===== src/rtl/elevator_request_scheduler.sv =====
// Elevator request scheduler: captures call-button presses into a pending-call
// bitmap and steers the elevator controller with a SCAN (collective) policy.
// The car keeps its direction while calls remain ahead of it, clears a call
// when it stops at that floor, and holds the doors open for a dwell period
// before it picks the next target.
module elevator_request_scheduler #(
    parameter int NUM_FLOORS   = 10,
    parameter int DWELL_CYCLES = 16
) (
    input  logic                  clk,
    input  logic                  reset,
    input  logic [NUM_FLOORS-1:0] call_btn,
    input  logic [3:0]            current_floor,
    input  logic                  car_idle,
    output logic [3:0]            requested_floor,
    output logic                  req_valid,
    output logic [NUM_FLOORS-1:0] pending,
    output logic                  dir_up,
    output logic                  dir_down,
    output logic                  dwell
);

    // A 3-bit encoding leaves spare codes; any of them falls back to IDLE.
    typedef enum logic [2:0] {
        ST_IDLE       = 3'd0,
        ST_SERVE_UP   = 3'd1,
        ST_SERVE_DOWN = 3'd2,
        ST_DWELL      = 3'd3
    } state_t;

    localparam logic [15:0] DWELL_LOAD = 16'(DWELL_CYCLES - 1);

    // Lowest set floor strictly above 'floor'; returns {found, floor}.
    function automatic logic [4:0] find_above(input logic [NUM_FLOORS-1:0] map,
                                              input logic [3:0]            floor);
        logic [4:0] hit;
        hit = 5'd0;
        for (int i = NUM_FLOORS - 1; i >= 0; i--) begin
            hit = (map[i] && (4'(i) > floor)) ? {1'b1, 4'(i)} : hit;
        end
        return hit;
    endfunction

    // Highest set floor strictly below 'floor'; returns {found, floor}.
    // An off-map 'floor' naturally yields the highest set floor.
    function automatic logic [4:0] find_below(input logic [NUM_FLOORS-1:0] map,
                                              input logic [3:0]            floor);
        logic [4:0] hit;
        hit = 5'd0;
        for (int i = 0; i < NUM_FLOORS; i++) begin
            hit = (map[i] && (4'(i) < floor)) ? {1'b1, 4'(i)} : hit;
        end
        return hit;
    endfunction

    // One-hot mask for a floor; all-zero when the floor is off the map.
    function automatic logic [NUM_FLOORS-1:0] floor_mask(input logic [3:0] floor);
        logic [NUM_FLOORS-1:0] mask;
        for (int i = 0; i < NUM_FLOORS; i++) begin
            mask[i] = (4'(i) == floor);
        end
        return mask;
    endfunction

    logic [NUM_FLOORS-1:0] btn_q_r;
    logic [NUM_FLOORS-1:0] press_s;
    logic [NUM_FLOORS-1:0] pending_r;
    logic [NUM_FLOORS-1:0] pending_next_s;
    logic [NUM_FLOORS-1:0] clear_mask_s;
    logic [NUM_FLOORS-1:0] cur_mask_s;
    logic                  here_s;
    logic [4:0]            above_hit_s;
    logic [4:0]            below_hit_s;
    logic                  above_ok_s;
    logic                  below_ok_s;
    logic [3:0]            above_floor_s;
    logic [3:0]            below_floor_s;

    state_t                state_r;
    state_t                state_s;
    logic [3:0]            target_r;
    logic [3:0]            target_s;
    logic                  last_up_r;
    logic                  last_up_s;
    logic [15:0]           dwell_cnt_r;
    logic [15:0]           dwell_cnt_s;
    logic                  serve_s;

    logic [3:0]            requested_floor_r;
    logic                  req_valid_r;
    logic                  dir_up_r;
    logic                  dir_down_r;
    logic                  dwell_r;

    // A press is a rising level, so a held button records only one call.
    assign press_s        = call_btn & ~btn_q_r;
    // Clear beats a simultaneous press: the car is already at that floor.
    assign pending_next_s = (pending_r | press_s) & ~clear_mask_s;

    assign cur_mask_s     = floor_mask(current_floor);
    assign here_s         = |(pending_r & cur_mask_s);
    assign above_hit_s    = find_above(pending_r, current_floor);
    assign below_hit_s    = find_below(pending_r, current_floor);
    assign above_ok_s     = above_hit_s[4];
    assign below_ok_s     = below_hit_s[4];
    assign above_floor_s  = above_hit_s[3:0];
    assign below_floor_s  = below_hit_s[3:0];

    assign serve_s = (state_s == ST_SERVE_UP) || (state_s == ST_SERVE_DOWN);

    assign requested_floor = requested_floor_r;
    assign req_valid       = req_valid_r;
    assign pending         = pending_r;
    assign dir_up          = dir_up_r;
    assign dir_down        = dir_down_r;
    assign dwell           = dwell_r;

    // Button history for rising-edge detection.
    always_ff @(posedge clk or posedge reset) begin
        if (reset) begin
            btn_q_r <= {NUM_FLOORS{1'b0}};
        end else begin
            btn_q_r <= call_btn;
        end
    end

    // Next-state, target, direction memory, dwell counter and call clearing.
    always_comb begin
        state_s      = state_r;
        target_s     = target_r;
        last_up_s    = last_up_r;
        dwell_cnt_s  = dwell_cnt_r;
        clear_mask_s = {NUM_FLOORS{1'b0}};
        case (state_r)
            ST_IDLE: begin
                if (here_s) begin
                    clear_mask_s = cur_mask_s;
                    state_s      = ST_DWELL;
                    dwell_cnt_s  = DWELL_LOAD;
                end else if (above_ok_s) begin
                    state_s   = ST_SERVE_UP;
                    target_s  = above_floor_s;
                    last_up_s = 1'b1;
                end else if (below_ok_s) begin
                    state_s   = ST_SERVE_DOWN;
                    target_s  = below_floor_s;
                    last_up_s = 1'b0;
                end else begin
                    state_s = ST_IDLE;
                end
            end
            ST_SERVE_UP: begin
                last_up_s = 1'b1;
                if (!car_idle) begin
                    // Retarget while moving so new calls ahead are picked up.
                    if (above_ok_s) begin
                        target_s = above_floor_s;
                    end else begin
                        target_s = target_r;
                    end
                end else if (current_floor == target_r) begin
                    clear_mask_s = floor_mask(target_r);
                    state_s      = ST_DWELL;
                    dwell_cnt_s  = DWELL_LOAD;
                end else begin
                    state_s = ST_SERVE_UP;
                end
            end
            ST_SERVE_DOWN: begin
                last_up_s = 1'b0;
                if (!car_idle) begin
                    if (below_ok_s) begin
                        target_s = below_floor_s;
                    end else begin
                        target_s = target_r;
                    end
                end else if (current_floor == target_r) begin
                    clear_mask_s = floor_mask(target_r);
                    state_s      = ST_DWELL;
                    dwell_cnt_s  = DWELL_LOAD;
                end else begin
                    state_s = ST_SERVE_DOWN;
                end
            end
            ST_DWELL: begin
                // Doors are open: presses for this floor are discarded.
                clear_mask_s = cur_mask_s;
                if (dwell_cnt_r == 16'd0) begin
                    if (last_up_r) begin
                        if (above_ok_s) begin
                            state_s   = ST_SERVE_UP;
                            target_s  = above_floor_s;
                            last_up_s = 1'b1;
                        end else if (below_ok_s) begin
                            state_s   = ST_SERVE_DOWN;
                            target_s  = below_floor_s;
                            last_up_s = 1'b0;
                        end else begin
                            state_s = ST_IDLE;
                        end
                    end else begin
                        if (below_ok_s) begin
                            state_s   = ST_SERVE_DOWN;
                            target_s  = below_floor_s;
                            last_up_s = 1'b0;
                        end else if (above_ok_s) begin
                            state_s   = ST_SERVE_UP;
                            target_s  = above_floor_s;
                            last_up_s = 1'b1;
                        end else begin
                            state_s = ST_IDLE;
                        end
                    end
                end else begin
                    dwell_cnt_s = dwell_cnt_r - 16'd1;
                end
            end
            default: begin
                state_s = ST_IDLE;
            end
        endcase
    end

    // Scheduler state, pending bitmap and dwell counter.
    always_ff @(posedge clk or posedge reset) begin
        if (reset) begin
            state_r     <= ST_IDLE;
            target_r    <= 4'd0;
            last_up_r   <= 1'b1;
            dwell_cnt_r <= 16'd0;
            pending_r   <= {NUM_FLOORS{1'b0}};
        end else begin
            state_r     <= state_s;
            target_r    <= target_s;
            last_up_r   <= last_up_s;
            dwell_cnt_r <= dwell_cnt_s;
            pending_r   <= pending_next_s;
        end
    end

    // Registered outputs, decoded from the state being entered so they
    // change on the same edge as the state.
    always_ff @(posedge clk or posedge reset) begin
        if (reset) begin
            requested_floor_r <= 4'd0;
            req_valid_r       <= 1'b0;
            dir_up_r          <= 1'b0;
            dir_down_r        <= 1'b0;
            dwell_r           <= 1'b0;
        end else begin
            // When not serving, mirror the car position so the controller stays put.
            requested_floor_r <= serve_s ? target_s : current_floor;
            req_valid_r       <= serve_s;
            dir_up_r          <= (state_s == ST_SERVE_UP);
            dir_down_r        <= (state_s == ST_SERVE_DOWN);
            dwell_r           <= (state_s == ST_DWELL);
        end
    end

endmodule


===== config.mk =====
export PLATFORM = sky130hd
export DESIGN_NAME = elevator_request_scheduler
export DESIGN_NICKNAME = d
export VERILOG_FILES = /design/src/rtl/elevator_request_scheduler.sv
export SDC_FILE = /design/constraint.sdc
export NUM_CORES = 1
export LEC_CHECK = 0
export ABC_CLOCK_PERIOD_IN_PS = 5000
export CAP_MARGIN = 15
export CORE_MARGIN = 2
export CORE_UTILIZATION = 30
export DETAILED_ROUTE_END_ITERATION = 8
export DONT_BUFFER_PORTS = 1
export PLACE_DENSITY_LB_ADDON = 0.2
export SYNTH_ARGS = -nofsm -noshare
export SYNTH_HDL_FRONTEND = slang
export SYNTH_SLANG_ARGS = --single-unit

===== constraint.sdc =====
create_clock -name clk -period 5 [get_ports clk]
set_input_delay 0.5 -clock clk [delete_from_list [all_inputs] [get_ports clk]]
set_output_delay 0.5 -clock clk [all_outputs]
set_load 0.05 [all_outputs]

==> results.cfg <==
[critical_path]
rr_worst_depth = 8
crit_chain = a2111oi_4, o22ai_1, o41ai_1, a21oi_1, o21ai_2, nor2b_4, or2_1, mux2_4
crit_arrival_ps = 3360
crit_buf_inv = 0
critPathLaunchType = flop
cpPeakStageDelay_ps = 620
crit_required_ps = 5180
cp_max_fo = 5
end_kind = flop
critPathTopFamily = compound AO/OA/AOI/OAI gates
cp.depth = 8
cp_slowest_cell = dfrtp_1
worstSetupPathType = reg -> reg

[timing]
rsz0062_at_grt = false
worst_pin_slew_ps = 831.7
fmax_mhz = 314.9
skew_ps = 16.34
finalSetupTns_ps = 0
finalSetupViolCount = 0
maxSlewViolCount = 0
hold_slack_ps = 206.9
finalHoldViolCount = 0
fin_crit_ps = 3176
relSlewSlack = 0.4455
period_share = 0.6352

[clock_tree]
clkLatencyLatePin_ps = 310
tritoncts = yes
holdBufCountCts = 0
cts-resized-gates = 0
cts_sinks = 52
h-tree-depth = 2
numCtsBuffers = 5
cts_setup_buffers = 0
cts_root_buf = clkbuf_16
clk_pin_slew_worst_paths_ps = 80
clock_path_buffers = 2

[synthesis]
synthArstFlopShare = 1.000
ys_warn_count = 0
syn_nets = 416
ys.flop_type = dfrtp_1
syn_area_mm2 = 0.003476
synth_edf_count = 0
yosys.area.top_type = dfrtp_1
synth_most_common_cell = dfrtp_1
synth_top_area_share = 0.3672
yosys_register_bits = 52
synthCells = 398
yosys-top-cells-area = dfrtp_1, a21oi_1, nor2_1, o21ai_0, nand2_1
synth_top_cells_by_count = dfrtp_1, a21oi_1, nor2_1
synth_cell_type_count = 77
syn_area_per_cell_um2 = 8.733
ys_seq_area_frac = 0.3747

[floorplan]
core-area_mm2 = 0.01137
initial_core_util = 0.3057
dieWidth_um = 111.6
dieArea_mm2 = 0.01246
ioPinCount = 35
num_rows = 39
die_y_um = 111.6

[power_and_ir_drop]
vdd_drop_max_v = 0.0002024
power_leakage_nw = 1.490
total_power_mw = 1.667
power.density_mw_per_mm2 = 446.7

[worst_hold_path]
hold_depth = 0
worstHoldPathType = in -> reg

[flow_run]
maxCapViolations = 0

[global_routing]
grt_first_pass_wirelength_mm = 16.46
grt_pass1_vias = 3015
antenna_found_initial = 0
track_usage = 0.1658
gr-total-overflow = 0
grt_start_max_net_pins = 53

[placement]
gp_congestion = 0.8354
postPlaceCellArea_mm2 = 0.003553
numPortBuffers = 0
hpwl_mm = 6.878

[drt]
drc = 0
vias_per_cell = 5.729
ant_nets = 0
drt-total-wl_mm = 9.743
vias = 3025
dr.pass1.iters = 4
wl_per_cell_um = 18.45
drt_iter0_markers = 168

[final_layout]
n_fill_cell = 1200
ff_latch_area_mm2 = 0.001303
num-nets-final = 402
fin_util = 0.3282
antennaDiodeCount = 0
multiInputGateArea_mm2 = 0.001986
final_area_mm2 = 0.003731
area_growth_syn_to_layout_pct = 7.343
drive_gt1_frac = 0.08312

[outcome]
status = completed
## registers in the layout (all words and copies together) (netlist names)
| signal | flops |
|---|---|
| target_r | 4 |
| btn_q_r | 10 |
| pending | 10 |
| requested_floor | 4 |
| state_r | 3 |
| last_up_r | 1 |
| dir_up | 1 |
| dwell_cnt_r | 16 |
| req_valid | 1 |
| dwell | 1 |
| dir_down | 1 |
## metal layers
metal / routed length [µm] / global-route usage
met5: 0 / 0
met4: 209 / 0.06584
met3: 652 / 0.03865
met2: 4406 / 0.2610
met1: 4474 / 0.2209
## metrics by stage
stage,worst slack [ps],std cells
after global routing,1442,528
after detailed placement,1847,520
after global placement,1862,520
final,1824,528
after CTS,1812,528
after floorplan,2220,398
## area by class of cell
type	count	area share
Inverter	21	0.02113
Tap cell	143	0.04795
Clock buffer	6	0.03722
Timing Repair Buffer	1	0.002012
Sequential cell	52	0.3491
Clock inverter	2	0.01040
Multi-Input combinational cell	303	0.5322
## kinds of logic after synthesis
logic type | synth area share
flops | 0.3747
other cells | 0.001079
compound gates | 0.3024
mux | 0.03240
fa+ha+maj | 0.003599
buf+inv | 0.05400
simple gates | 0.2217
xor+xnor | 0.01008
## power by group
group	internal (mW)	switching [mW]
registers	0.503	0.259
clock network	0.251	0.171
logic	0.204	0.280
## cell usage in the layout (no fill, tap or decap), types with 4 or more instances in the layout
master / instances
o31ai_1: 10
o21a_1: 4
and2_1: 5
or3_1: 4
nor3_1: 17
a21oi_1: 37
mux2_4: 4
o22ai_1: 5
a221oi_1: 10
nand2_1: 31
nor2b_1: 10
o21ai_0: 27
a211oi_1: 4
inv_1: 20
dfrtp_1: 51
o41ai_1: 4
nor2_1: 37
a31oi_1: 4
a21o_1: 4
nand2b_1: 10
clkbuf_16: 5
nand3_1: 5
## final timing paths
check	start	to	slack (ps)
worst min register to register	dwell_cnt_r[8]	dwell_cnt_r[8]	490
worst max register to register	pending[0]	requested_floor[0]	1820
min in group asynchronous	reset	pending[3]	250
worst min-delay path	call_btn[0]	btn_q_r[0]	210
worst max-delay path	pending[0]	requested_floor[0]	1820
max in group asynchronous	reset	requested_floor[3]	4280
Power figures use the tool's default switching activity.
